--- src/rtl/commit_monitor_pkg.sv ---
// Shared types, default parameters and helpers for the commit_monitor run
// monitor and its retire trace FIFO.
package commit_monitor_pkg;

    // Run status as presented on the debug bus
    typedef enum logic [2:0] {
        IDLE    = 3'd0,
        RUN     = 3'd1,
        DONE    = 3'd2,
        TIMEOUT = 3'd3,
        STALLED = 3'd4
    } monitor_state_t;

    // Default run limits and trace storage
    localparam int DEFAULT_MAX_CYCLES  = 6000;
    localparam int DEFAULT_STALL_LIMIT = 256;
    localparam int DEFAULT_TRACE_DEPTH = 8;

    // Number of set bits in a retire strobe of up to eight lanes
    function automatic logic [3:0] popcount(input logic [7:0] bits);
        logic [3:0] total;
        total = 4'd0;
        for (int i = 0; i < 8; i++) begin
            total = total + {3'b000, bits[i]};
        end
        return total;
    endfunction

endpackage

--- src/rtl/commit_monitor_retire_trace_fifo.sv ---
// First-word-fall-through FIFO for retire trace entries. The head entry is
// presented whenever the FIFO is non-empty; a push while full is accepted
// only when a pop happens in the same cycle. A synchronous clear empties the
// FIFO when a new run starts.
module commit_monitor_retire_trace_fifo #(
    parameter int WIDTH = 8,
    parameter int DEPTH = 8
) (
    input  logic             clk,
    input  logic             rst,
    input  logic             clear,
    input  logic             push,
    input  logic             pop,
    input  logic [WIDTH-1:0] push_data,
    output logic [WIDTH-1:0] head_data,
    output logic             full,
    output logic             empty
);

    localparam int AW = (DEPTH > 1) ? $clog2(DEPTH) : 1;

    logic [WIDTH-1:0] mem [DEPTH];
    logic [AW-1:0]    wr_ptr;
    logic [AW-1:0]    rd_ptr;
    logic [AW:0]      count;
    logic             push_ok;
    logic             pop_ok;

    function automatic logic [AW-1:0] ptr_inc(input logic [AW-1:0] p);
        return (p == AW'(DEPTH - 1)) ? '0 : p + AW'(1);
    endfunction

    assign empty     = (count == '0);
    assign full      = (count == (AW + 1)'(DEPTH));
    assign pop_ok    = pop && !empty;
    assign push_ok   = push && (!full || pop_ok);
    assign head_data = mem[rd_ptr];

    // Pointer and occupancy bookkeeping, cleared on reset or run restart
    always_ff @(posedge clk or posedge rst) begin
        if (rst) begin
            wr_ptr <= '0;
            rd_ptr <= '0;
            count  <= '0;
        end else if (clear) begin
            wr_ptr <= '0;
            rd_ptr <= '0;
            count  <= '0;
        end else begin
            if (push_ok) begin
                wr_ptr <= ptr_inc(wr_ptr);
            end
            if (pop_ok) begin
                rd_ptr <= ptr_inc(rd_ptr);
            end
            case ({push_ok, pop_ok})
                2'b10:   count <= count + (AW + 1)'(1);
                2'b01:   count <= count - (AW + 1)'(1);
                default: count <= count;
            endcase
        end
    end

    // Entry storage; contents are only observed through a valid head
    always_ff @(posedge clk) begin
        if (push_ok && !clear) begin
            mem[wr_ptr] <= push_data;
        end
    end

endmodule

--- src/rtl/commit_monitor.sv ---
// Run monitor for the retire stage: counts RUN cycles and retired
// instructions, detects completion, enforces a cycle budget and a no-retire
// stall limit, and optionally records retire addresses in a trace FIFO.
// Define COMMIT_MONITOR_TRACE_EN to build the trace FIFO; otherwise the trace
// outputs are tied to zero and trace_ready is ignored.
module commit_monitor
    import commit_monitor_pkg::*;
#(
    parameter int ADDR_WIDTH   = 32,
    parameter int RETIRE_WIDTH = 2,
    parameter int CNT_WIDTH    = 32,
    parameter int MAX_CYCLES   = DEFAULT_MAX_CYCLES,
    parameter int STALL_LIMIT  = DEFAULT_STALL_LIMIT,
    parameter int TRACE_DEPTH  = DEFAULT_TRACE_DEPTH
) (
    input  logic                               clk,
    input  logic                               rst,
    input  logic                               start,
    input  logic [RETIRE_WIDTH-1:0]            retire_valid,
    input  logic [RETIRE_WIDTH*ADDR_WIDTH-1:0] retire_addr,
    input  logic                               done_in,
    output monitor_state_t                     state,
    output logic [CNT_WIDTH-1:0]               cycle_cnt,
    output logic [CNT_WIDTH-1:0]               retired_cnt,
    output logic                               trace_valid,
    input  logic                               trace_ready,
    output logic [RETIRE_WIDTH-1:0]            trace_mask,
    output logic [RETIRE_WIDTH*ADDR_WIDTH-1:0] trace_addr,
    output logic [CNT_WIDTH-1:0]               trace_cycle,
    output logic                               trace_overflow
);

    logic                 in_run;
    logic                 start_accept;
    logic                 any_retire;
    logic [3:0]           lane_count;
    logic [CNT_WIDTH+3:0] retired_sum;
    logic [CNT_WIDTH-1:0] retired_next;
    logic [CNT_WIDTH-1:0] cycle_next;
    logic [CNT_WIDTH-1:0] stall_cnt;
    logic [CNT_WIDTH-1:0] stall_next;
    logic                 hit_timeout;
    logic                 hit_stall;

    assign in_run       = (state == RUN);
    assign start_accept = start && !in_run;
    assign any_retire   = |retire_valid;
    assign lane_count   = popcount(8'(retire_valid));

    // Saturating next values; the wide sum catches carries past all-ones
    assign retired_sum  = {4'b0000, retired_cnt} + {{CNT_WIDTH{1'b0}}, lane_count};
    assign retired_next = (|retired_sum[CNT_WIDTH+3:CNT_WIDTH]) ? '1 : retired_sum[CNT_WIDTH-1:0];
    assign cycle_next   = (&cycle_cnt) ? cycle_cnt : cycle_cnt + CNT_WIDTH'(1);
    assign stall_next   = (&stall_cnt) ? stall_cnt : stall_cnt + CNT_WIDTH'(1);

    // Limits are compared at 64 bits so a budget larger than the counter
    // range simply never fires instead of aliasing onto a truncated value
    assign hit_timeout  = (64'(cycle_cnt) == 64'(MAX_CYCLES - 1));
    assign hit_stall    = (STALL_LIMIT != 0) && !any_retire &&
                          (64'(stall_cnt) == 64'(STALL_LIMIT - 1));

    // Run-control FSM with its cycle, retire and stall counters
    always_ff @(posedge clk or posedge rst) begin
        if (rst) begin
            state       <= IDLE;
            cycle_cnt   <= '0;
            retired_cnt <= '0;
            stall_cnt   <= '0;
        end else begin
            case (state)
                RUN: begin
                    cycle_cnt   <= cycle_next;
                    retired_cnt <= retired_next;
                    stall_cnt   <= any_retire ? '0 : stall_next;
                    if (done_in) begin
                        state <= DONE;
                    end else if (hit_timeout) begin
                        state <= TIMEOUT;
                    end else if (hit_stall) begin
                        state <= STALLED;
                    end
                end
                IDLE, DONE, TIMEOUT, STALLED: begin
                    if (start) begin
                        state       <= RUN;
                        cycle_cnt   <= '0;
                        retired_cnt <= '0;
                        stall_cnt   <= '0;
                    end
                end
                default: begin
                    state <= IDLE;
                end
            endcase
        end
    end

`ifdef COMMIT_MONITOR_TRACE_EN

    localparam int ENTRY_W = RETIRE_WIDTH * (ADDR_WIDTH + 1) + CNT_WIDTH;

    logic [RETIRE_WIDTH*ADDR_WIDTH-1:0] masked_addr;
    logic [ENTRY_W-1:0]                 entry;
    logic [ENTRY_W-1:0]                 head;
    logic                               fifo_full;
    logic                               fifo_empty;
    logic                               push_req;
    logic                               pop_req;
    logic                               push_dropped;
    logic                               overflow_q;

    // Zero the addresses of lanes that did not retire this cycle
    always_comb begin
        masked_addr = '0;
        for (int i = 0; i < RETIRE_WIDTH; i++) begin
            if (retire_valid[i]) begin
                masked_addr[i*ADDR_WIDTH +: ADDR_WIDTH] = retire_addr[i*ADDR_WIDTH +: ADDR_WIDTH];
            end
        end
    end

    assign entry        = {retire_valid, masked_addr, cycle_cnt};
    assign push_req     = in_run && any_retire;
    assign pop_req      = trace_ready && !fifo_empty;
    assign push_dropped = push_req && fifo_full && !pop_req;

    commit_monitor_retire_trace_fifo #(
        .WIDTH (ENTRY_W),
        .DEPTH (TRACE_DEPTH)
    ) u_trace_fifo (
        .clk       (clk),
        .rst       (rst),
        .clear     (start_accept),
        .push      (push_req),
        .pop       (trace_ready),
        .push_data (entry),
        .head_data (head),
        .full      (fifo_full),
        .empty     (fifo_empty)
    );

    // Sticky drop flag, cleared only by reset or a new run
    always_ff @(posedge clk or posedge rst) begin
        if (rst) begin
            overflow_q <= 1'b0;
        end else if (start_accept) begin
            overflow_q <= 1'b0;
        end else if (push_dropped) begin
            overflow_q <= 1'b1;
        end
    end

    // Head fields read zero while empty so reset leaves every output at zero
    assign trace_valid                           = !fifo_empty;
    assign {trace_mask, trace_addr, trace_cycle} = fifo_empty ? '0 : head;
    assign trace_overflow                        = overflow_q;

`else

    logic unused_trace_ready;
    assign unused_trace_ready = trace_ready;

    assign trace_valid    = 1'b0;
    assign trace_mask     = '0;
    assign trace_addr     = '0;
    assign trace_cycle    = '0;
    assign trace_overflow = 1'b0;

`endif

endmodule

--- config.mk ---
export PLATFORM = sky130hd
export DESIGN_NAME = commit_monitor
export DESIGN_NICKNAME = d
export VERILOG_FILES = /design/src/rtl/commit_monitor_pkg.sv /design/src/rtl/commit_monitor_retire_trace_fifo.sv /design/src/rtl/commit_monitor.sv
export SDC_FILE = /design/constraint.sdc
export NUM_CORES = 1
export LEC_CHECK = 0
export CAP_MARGIN = 25
export CORE_AREA = 3 3 122 124
export CTS_BUF_LIST = sky130_fd_sc_hd__clkbuf_16
export DETAILED_ROUTE_END_ITERATION = 8
export DIE_AREA = 0 0 125 127
export PLACE_DENSITY = 0.86
export SYNTH_ARGS = -nofsm -noshare
export SYNTH_HDL_FRONTEND = slang
export SYNTH_HIERARCHICAL = 1
export SYNTH_SLANG_ARGS = --single-unit
--- constraint.sdc ---
create_clock -name clk -period 6.3 [get_ports clk]
set_clock_uncertainty 0.2 [all_clocks]
set_input_delay 1.89 -clock clk [delete_from_list [all_inputs] [get_ports clk]]
set_output_delay 1.89 -clock clk [all_outputs]
set_load 0.02 [all_outputs]
**Yosys cells after proc, flatten, opt, wreduce, memory -nomap -nowiden**

Cells that the tools add are included.

- Add/sub/neg operators: 4
- $mul: 0
- Divide/modulo/power cells: 0
- $lt $le $gt $ge: 0
- Eq/ne operators: 10
- Shift operators: 0
- Muxes and demuxes: 13
- Bitwise operators: 0
- Reduce and logical (&&, ||, !) cells: 13

Operators with widths:

| operator | number |
|---|---|
| $pmux W32 S2 | 3 |
| $mux W32 | 5 |
| $add A32 B1 Y32 const B | 2 |
| $reduce_and A32 Y1 | 2 |
| $add A32 B2 Y33 | 1 |
| $eq A32 B13 Y1 const B | 1 |
| $eq A32 B8 Y1 const B | 1 |
| $mux W3 | 4 |
| $reduce_or A4 Y1 | 2 |
| $eq A3 B2 Y1 const B | 2 |
| $pmux W3 S2 | 1 |
| $reduce_and A3 Y1 | 2 |
| $ne A2 B2 Y1 const B | 2 |
| $ne A4 B2 Y1 const B | 1 |
| $reduce_and A2 Y1 | 2 |
| $eq A3 B1 Y1 const B | 1 |
| $eq A3 B3 Y1 const B | 1 |
| $logic_not A3 Y1 | 1 |
| $ne A3 B3 Y1 const B | 1 |
| $add A1 B1 Y2 | 1 |
| $reduce_bool A2 Y1 | 1 |
| $reduce_or A2 Y1 | 1 |
| $logic_and A1 B1 Y1 | 1 |
| $logic_not A1 Y1 | 1 |

- Flip-flop bits (word level): 99
- Latch bits: 0
- RAM bits: 0
- ROM bits: 0
- Input port bits: 71
- Output and inout port bits: 167
- Word-level logic and storage cells: 44
- Memories kept: 0

**Longest topological paths before layout**

Gate-level depths: netlist of run 1.

- Depth in word-level cells: 7
- Gate-level depth with buffers: 11
- Mapped depth without buffers: 9

**Worst setup path after synthesis of run 1**

Ideal clock, no wire load.

- Kind: input port to flip-flop
- Start: in retire_valid[0]
- End: reg retired_cnt[17]
- Library setup time: 0.131 ns
- Data arrival time: 3.834 ns
- Required time: 5.969 ns
- Setup slack: 2.135 ns
- Stages: 9
- Buffers on the path: 2
- Cells stage by stage: inv_1 > fa_1 > and3b_1 > clkbuf_1 > and2_1 > buf_2 > nand3_1 > o211a_1 > or3_1

- Cells in the longest elaborated chain, start to end: 5

RTL lines:

| what | RTL line | text |
|---|---|---|
| start: declaration | commit_monitor.sv:19 | `input logic [RETIRE_WIDTH-1:0] retire_valid,` |
| $add A1 B1 Y2 (*) | commit_monitor_pkg.sv:24 | `total = total + {3'b000, bits[i]};` |
| $add A32 B2 Y33 (*) | commit_monitor.sv:51 | `assign retired_sum = {4'b0000, retired_cnt} + {{CNT_WIDTH{1'b0}}, lane_count};` |
| $reduce_or A4 Y1 | commit_monitor.sv:52 | `assign retired_next = (\|retired_sum[CNT_WIDTH+3:CNT_WIDTH]) ? '1 : retired_sum[CNT_WIDTH-1:0];` |
| $mux W32 (*) | commit_monitor.sv:52 |  |
| $pmux W32 S2 (*) | commit_monitor.sv:70 | `case (state)` |
| end signal: assignment | commit_monitor.sv:73 | `retired_cnt <= retired_next;` |
| end: declaration | commit_monitor.sv:24 | `output logic [CNT_WIDTH-1:0] retired_cnt,` |

Every way passes the cells marked *; elsewhere a longest branch is shown, timed or not.
A chain may end at the register's enable or synchronous reset.

**Worst setup path after layout of run 1**

Ends and elaborated chain as after synthesis.

==> run_results.csv, run 1 <==
group,metric,value,unit
floorplan,die_h,127,um
cts,post_cts_buffers,0,
layout,antenna_cells_inserted,0,
timing,setup_tns,0,ps
cts,cts-buffers-inserted,9,
synth,synth.largest_area_cell,"sky130_fd_sc_hd__dfrtp_1",
timing,final-setup-viol-count,0,
cts,cts.sinks,99,
grt,grt_start_max_net_pins,68,
placement,hpwlAfterDp,11940,um
critical_path,crit_path_top_delay_cell,"sky130_fd_sc_hd__clkdlybuf4s50_1",
synth,synth_area,0.006863,mm^2
job,max_cap_violations,0,
critical_path,cp_max_fo,10,
placement,preCtsSetupSlack,1312,ps
detailed_routing,antenna_left,0,
placement,place.port_buffers,72,
critical_path,timing_worst_setup_path_type,"primary input to flip-flop",
power_and_ir_drop,p_comb_share,35.9,%
timing,layout_setup_ws,1652,ps
synth,synth_enable_flop_cells,0,
timing,fmax,215.1,MHz
cts,post_cts_resized,0,
detailed_routing,total_via_count_after_detailed_routing,6453,
cts,postCtsHoldBufs,0,
grt,grt_first_pass_wirelength,28650,um
critical_path,start_kind,"primary input",
floorplan,core_region_area,0.01388,mm^2
grt,first_global_vias,5602,
detailed_routing,detail_route.wirelength,17530,um
critical_path,timing.critical_path.arrival,4690,ps
floorplan,floorplan.rows,43,
cts,worst_setup_hold_path_clk_slew,80,ps
critical_path,slowest_delay,560,ps
cts,cts.htree.levels,3,
grt,grt_ovf,0,
timing,rsz0062_at_grt,"false",
floorplan,dieWidth,125,um
timing,final.min_clock_period,4648,ps
cts,max-clock-path-buffers,2,
power_and_ir_drop,total_power,2.087,mW
power_and_ir_drop,power.leakage,3.183,nW
synth,seq_area_frac_synth,36.10,%
critical_path,crit_buf_inv,2,
synth,synth_area_leaders,"sky130_fd_sc_hd__dfrtp_1 (36%), sky130_fd_sc_hd__buf_4 (11%), sky130_fd_sc_hd__o21ai_0 (4.7%)",
cts,clockRootBuffer,"sky130_fd_sc_hd__clkbuf_16",
synth,ys.flop_type,"sky130_fd_sc_hd__dfrtp_1",
layout,fin_area,0.007647,mm^2
power_and_ir_drop,swShare,40.66,%
critical_path,worstSetupEndpointType,"flip-flop",
detailed_routing,drt_first_pass_iters,5,
cts,cts_tree,"done",
floorplan,die_area,0.01588,mm^2
layout,layout.cells.most_common,"sky130_fd_sc_hd__conb_1",
grt,grtUsageTotal,21.33,%
layout,design.final.nets,929,
timing,maxSlewViolCount,0,
power_and_ir_drop,p_clk_share,28.5,%
floorplan,start_util,49.44,%
detailed_routing,initialDrtViolationCount,939,
timing,min_period_over_period,73.78,%
detailed_routing,routed_wire_per_std_cell,16.87,um
placement,placement.cell_area,0.007325,mm^2
critical_path,crit_chain,"clkdlybuf4s50_1, inv_1, fa_1, and3b_1, and2_1, nand3_1, o211a_1, or3_1",
grt,antenna_found_initial,1,
cts,clk_latency,360,ps
synth,synth_cell_types,66,
synth,ys_warn_count,6,
min_path,worstHoldPathType,"flip-flop to flip-flop",
critical_path,crit_required,6340,ps
critical_path,top_delay_family_on_crit_path,"simple AND/OR/NAND/NOR gates",
detailed_routing,detail_route.drc_violations,0,
layout,flow.area_growth_from_synthesis,11.43,%
detailed_routing,post_drt_via_cell_ratio,6.211,
timing,tightest_slew,842.2,ps
synth,postSynthAreaPerCell,8.525,um^2
power_and_ir_drop,seq_power_share,35.5,%
power_and_ir_drop,power_density,272.9,mW/mm^2
synth,synthDominantCellAreaShare,36.10,%
synth,ys_async_sr_fraction,100.0,%
placement,routabilityCongestion,0.9268,
layout,final_layout_size_suffix_gt1_share,4.773,%
floorplan,ios,238,
synth,ys_seq_elements,99,
layout,layout.cells.most_common_list,"sky130_fd_sc_hd__conb_1 (100), sky130_fd_sc_hd__dfrtp_1 (99), sky130_fd_sc_hd__clkdlybuf4s50_1 (72)",
power_and_ir_drop,cellInternalPower,1.238,mW
synth,synth_cells,805,
run_status,status,"complete, no violations",
timing,timing.final.hold_violations,0,
timing,slew_headroom,43.39,%
power_and_ir_drop,total_switching_power,0.8485,mW
power_and_ir_drop,ir_drop,0.1685,mV
path summary, 6_finish.rpt:
path                            cells after the start  slack, ps                startpoint                     endpoint
worst max-delay path                                8       1650           retire_valid[0]  retired_cnt[17]$_DFFE_PP0P_
worst min-delay path                                1        310  stall_cnt[6]$_DFFE_PP0P_     stall_cnt[6]$_DFFE_PP0P_
worst max register to register                      6       3140      state[1]$_DFFE_PP0P_   retired_cnt[5]$_DFFE_PP0P_
worst min register to register                      1        310  stall_cnt[6]$_DFFE_PP0P_     stall_cnt[6]$_DFFE_PP0P_
max in group asynchronous                           3       3060                       rst    stall_cnt[28]$_DFFE_PP0P_
min in group asynchronous                           2       1870                       rst     stall_cnt[0]$_DFFE_PP0P_
layer usage:
metal  track usage [%]  routed length, um
met1             29.62               7407
met3             3.972               1351
met5                 0                 13
met4             6.441                266
met2             34.23               8486
cell usage after synthesis, types with 3 or more instances:
library cell               instances
sky130_fd_sc_hd__o211a_1           6
sky130_fd_sc_hd__nand3_1          63
sky130_fd_sc_hd__nor4_2            4
sky130_fd_sc_hd__or3_1             5
sky130_fd_sc_hd__nor2_1           34
sky130_fd_sc_hd__o41ai_1           3
sky130_fd_sc_hd__ha_1              3
sky130_fd_sc_hd__nand2_1          62
sky130_fd_sc_hd__o21ai_0          64
sky130_fd_sc_hd__and4_1           15
sky130_fd_sc_hd__a21o_1            4
sky130_fd_sc_hd__o21a_1            4
sky130_fd_sc_hd__o311ai_0         13
sky130_fd_sc_hd__dfrtp_1          99
sky130_fd_sc_hd__or4_1             4
sky130_fd_sc_hd__buf_4           102
sky130_fd_sc_hd__a221o_1           3
sky130_fd_sc_hd__a211oi_1          3
sky130_fd_sc_hd__nand4_1          23
sky130_fd_sc_hd__a41oi_1           5
sky130_fd_sc_hd__nand2b_1          3
sky130_fd_sc_hd__mux2i_1           4
sky130_fd_sc_hd__clkbuf_1         27
sky130_fd_sc_hd__a211o_1           7
sky130_fd_sc_hd__buf_2             8
sky130_fd_sc_hd__and2_1           14
sky130_fd_sc_hd__o31ai_1          37
sky130_fd_sc_hd__a21oi_1          21
sky130_fd_sc_hd__and3_1           16
sky130_fd_sc_hd__nor4_1           22
sky130_fd_sc_hd__a31oi_1          30
sky130_fd_sc_hd__o211ai_1         15
sky130_fd_sc_hd__nor3_1           28
sky130_fd_sc_hd__inv_1            13
cell families after synthesis:
kind of cell	Yosys count	synth area share, %
AOI/OAI and AO/OA	230	22.81
adders and majority gates	4	0.8387
buffers and inverters	155	14.35
DFF	99	36.10
muxes	5	0.7475
other	1	0.05464
and+or+nand+nor	311	25.11
registers in the layout, summed over array words and instances (netlist names):
name         flops
stall_cnt       32
state            3
cycle_cnt       32
retired_cnt     32
power by group through the flow:
stage          clock (mW)  combinational, mW  sequential, mW
6_report            0.595              0.750           0.742
5_1_grt             0.630              0.814           0.751
4_1_cts             0.601              0.738           0.740
3_5_place_dp            0              0.735           0.752
3_3_place_gp            0              0.726           0.749
2_1_floorplan           0              0.524           0.774
final cells by class:
| class | count | area (um^2) |
|---|---|---|
| inverters | 13 | 51.30 |
| multi-input cells | 650 | 3790 |
| repair buffers | 81 | 785.8 |
| fillers | 1242 | 6233 |
| clock buffers | 9 | 225.2 |
| flip-flops and latches | 99 | 2477 |
| well taps | 180 | 225.2 |
| clock inverters | 7 | 92.59 |
per-stage QoR:
stage               instances  util (%)  hold slack [ps]
finish                   1039     55.09            305.7
global route             1039     55.09            345.9
CTS                      1038     55.06            307.9
detailed placement       1022     52.77            299.2
global placement         1022     52.77            284.2
floorplan                 904         -            266.0
(Power assumes the default switching activity.)
==> run 2: changes to the inputs <==
--- a/config.mk
+++ b/config.mk
@@ -6,11 +6,11 @@
 export NUM_CORES = 1
 export LEC_CHECK = 0
 export CAP_MARGIN = 25
-export CORE_AREA = 3 3 122 124
+export CORE_AREA = 3 3 127 129
 export CTS_BUF_LIST = sky130_fd_sc_hd__clkbuf_16
 export DETAILED_ROUTE_END_ITERATION = 8
-export DIE_AREA = 0 0 125 127
-export PLACE_DENSITY = 0.86
+export DIE_AREA = 0 0 130 132
+export PLACE_DENSITY = 0.8
 export SYNTH_ARGS = -nofsm -noshare
 export SYNTH_HDL_FRONTEND = slang
 export SYNTH_HIERARCHICAL = 1
==> constraint.sdc (replaced) <==
create_clock -name clk -period 4.3 [get_ports clk]
set_clock_uncertainty 0.2 [all_clocks]
set_input_delay 1.29 -clock clk [delete_from_list [all_inputs] [get_ports clk]]
set_output_delay 1.29 -clock clk [all_outputs]
set_load 0.02 [all_outputs]
==> run 2 against run 1 <==
  * Final cell count grew 2.1%
  * First-iteration DRC count grew 6.3%
  * Largest cell class unchanged
  * Sequential power increased by 47%
  * Critical path depth grew 2
  * Highest routed layer is now met4
  * Sequential share of layout area fell by 0.50 points
  * Combinational power rose by 55%
==> run_results.csv, run 2 (synthesis results as in run 1) <==
group,metric,value,unit
layout,largest_registers,"cycle_cnt: 32 flops, retired_cnt: 32 flops, stall_cnt: 32 flops",
timing,min_period_over_period,87.75,%
floorplan,start_util,45.31,%
detailed_routing,drt_first_pass_iters,6,
layout,antenna_cells_inserted,0,
grt,first_global_vias,5627,
floorplan,floorplan.rows,45,
detailed_routing,routed_wire_per_std_cell,17.10,um
run_status,status,"complete, no violations",
timing,tightest_slew,821.3,ps
grt,grt_start_max_net_pins,61,
detailed_routing,detail_route.drc_violations,0,
critical_path,start_kind,"primary input",
cts,cts-buffers-inserted,9,
grt,grt_ovf,0,
cts,worst_setup_hold_path_clk_slew,70,ps
cts,clockRootBuffer,"sky130_fd_sc_hd__clkbuf_16",
cts,postCtsHoldBufs,0,
floorplan,die_area,0.01716,mm^2
cts,post_cts_resized,0,
critical_path,top_delay_family_on_crit_path,"simple AND/OR/NAND/NOR gates",
floorplan,die_h,132,um
timing,slew_headroom,44.79,%
timing,final.min_clock_period,3773,ps
grt,grtUsageTotal,20.12,%
placement,routabilityCongestion,0.8932,
timing,setup_tns,0,ps
cts,max-clock-path-buffers,2,
min_path,worstHoldPathCells,1,
critical_path,timing_worst_setup_path_type,"primary input to flip-flop",
critical_path,cp_max_fo,25,
job,max_cap_violations,0,
detailed_routing,post_drt_via_cell_ratio,6.148,
placement,hpwlAfterDp,12550,um
layout,final_layout_size_suffix_gt1_share,6.186,%
critical_path,crit_required,4350,ps
cts,cts.htree.levels,3,
layout,layout.cells.most_common_list,"sky130_fd_sc_hd__conb_1 (100), sky130_fd_sc_hd__dfrtp_1 (99), sky130_fd_sc_hd__clkdlybuf4s50_1 (72)",
cts,cts.sinks,99,
detailed_routing,antenna_left,0,
critical_path,crit_cells,10,
layout,flow.area_growth_from_synthesis,13.16,%
floorplan,dieWidth,130,um
power_and_ir_drop,ir_drop,0.2349,mV
placement,place.port_buffers,72,
detailed_routing,initialDrtViolationCount,998,
critical_path,timing.critical_path.arrival,3820,ps
layout,design.final.nets,943,
cts,post_cts_buffers,0,
power_and_ir_drop,power_density,396.3,mW/mm^2
timing,final-setup-viol-count,0,
cts,clk_latency,360,ps
layout,utilization_after_layout,51.28,%
grt,grt_first_pass_wirelength,28600,um
min_path,worstHoldPathType,"flip-flop to flip-flop",
floorplan,ios,238,
timing,timing.final.hold_violations,0,
critical_path,slowest_delay,530,ps
critical_path,crit_chain,"clkdlybuf4s50_1, inv_1, fa_1, inv_1, ha_1, nand3_1, nor3_4, nand4_1, or2_2, o311ai_0",
cts,cts_tree,"done",
timing,maxSlewViolCount,0,
detailed_routing,detail_route.wirelength,18140,um
grt,antenna_found_initial,0,
critical_path,ff_to_ff_path_depth,5,
floorplan,core_region_area,0.01515,mm^2
power_and_ir_drop,power.leakage,3.259,nW
timing,fmax,265.0,MHz
timing,rsz0062_at_grt,"false",
critical_path,crit_path_top_delay_cell,"sky130_fd_sc_hd__or2_2",
critical_path,timing.critical_path.mode_cell,"sky130_fd_sc_hd__inv_1",
layout,layout.cells.most_common,"sky130_fd_sc_hd__conb_1",
detailed_routing,total_via_count_after_detailed_routing,6523,
critical_path,crit_buf_inv,3,
critical_path,worstSetupEndpointType,"flip-flop",
run 2: path summary, 6_finish.rpt:
kind	start	to	slack (ps)
setup / recovery	retire_valid[0]	retired_cnt[14]$_DFFE_PP0P_	530
hold / removal	stall_cnt[6]$_DFFE_PP0P_	stall_cnt[6]$_DFFE_PP0P_	310
setup reg to reg	cycle_cnt[10]$_DFFE_PP0P_	cycle_cnt[18]$_DFFE_PP0P_	1460
hold reg to reg	stall_cnt[6]$_DFFE_PP0P_	stall_cnt[6]$_DFFE_PP0P_	310
max in group asynchronous	rst	retired_cnt[15]$_DFFE_PP0P_	2080
min in group asynchronous	rst	cycle_cnt[2]$_DFFE_PP0P_	1130
run 2: stage by stage:
| stage | cells | power [mW] | cell area [um^2] | setup slack, ps | hold WS (ps) |
|---|---|---|---|---|---|
| final | 1061 | 3.078 | 7766 | 526.9 | 307.8 |
| after global routing | 1061 | 3.227 | 7766 | 323.4 | 339.5 |
| after CTS | 1061 | 3.069 | 7766 | 500.4 | 308.3 |
| after detailed placement | 1045 | 2.252 | 7472 | 132.8 | 300.3 |
| after global placement | 1045 | 2.230 | 7472 | 148.2 | 295.7 |
| after floorplan | 904 | 1.901 | 7234 | 219.6 | 266.0 |
run 2: power breakdown:
group / switching (mW) / total (mW) / internal, mW / leakage (nW)
Sequential: 0.102 / 1.09 / 0.988 / 1.37
Combinational: 0.804 / 1.16 / 0.361 / 1.74
Clock: 0.372 / 0.823 / 0.452 / 0.153
run 2: cell type report:
type | instances | area [um^2]
clock buffer | 9 | 225.2
clock inverter | 7 | 68.82
fill | 1391 | 7380
inverter | 13 | 51.30
multi-input combinational | 650 | 3790
sequential | 99 | 2477
tap | 188 | 235.2
timing repair buffer | 95 | 918.4
run 2: layer usage:
metal / wire [um] / track usage [%]
met4: 321 / 7.044
met5: 0 / 0
met2: 8771 / 31.52
met3: 1347 / 3.079
met1: 7700 / 28.26
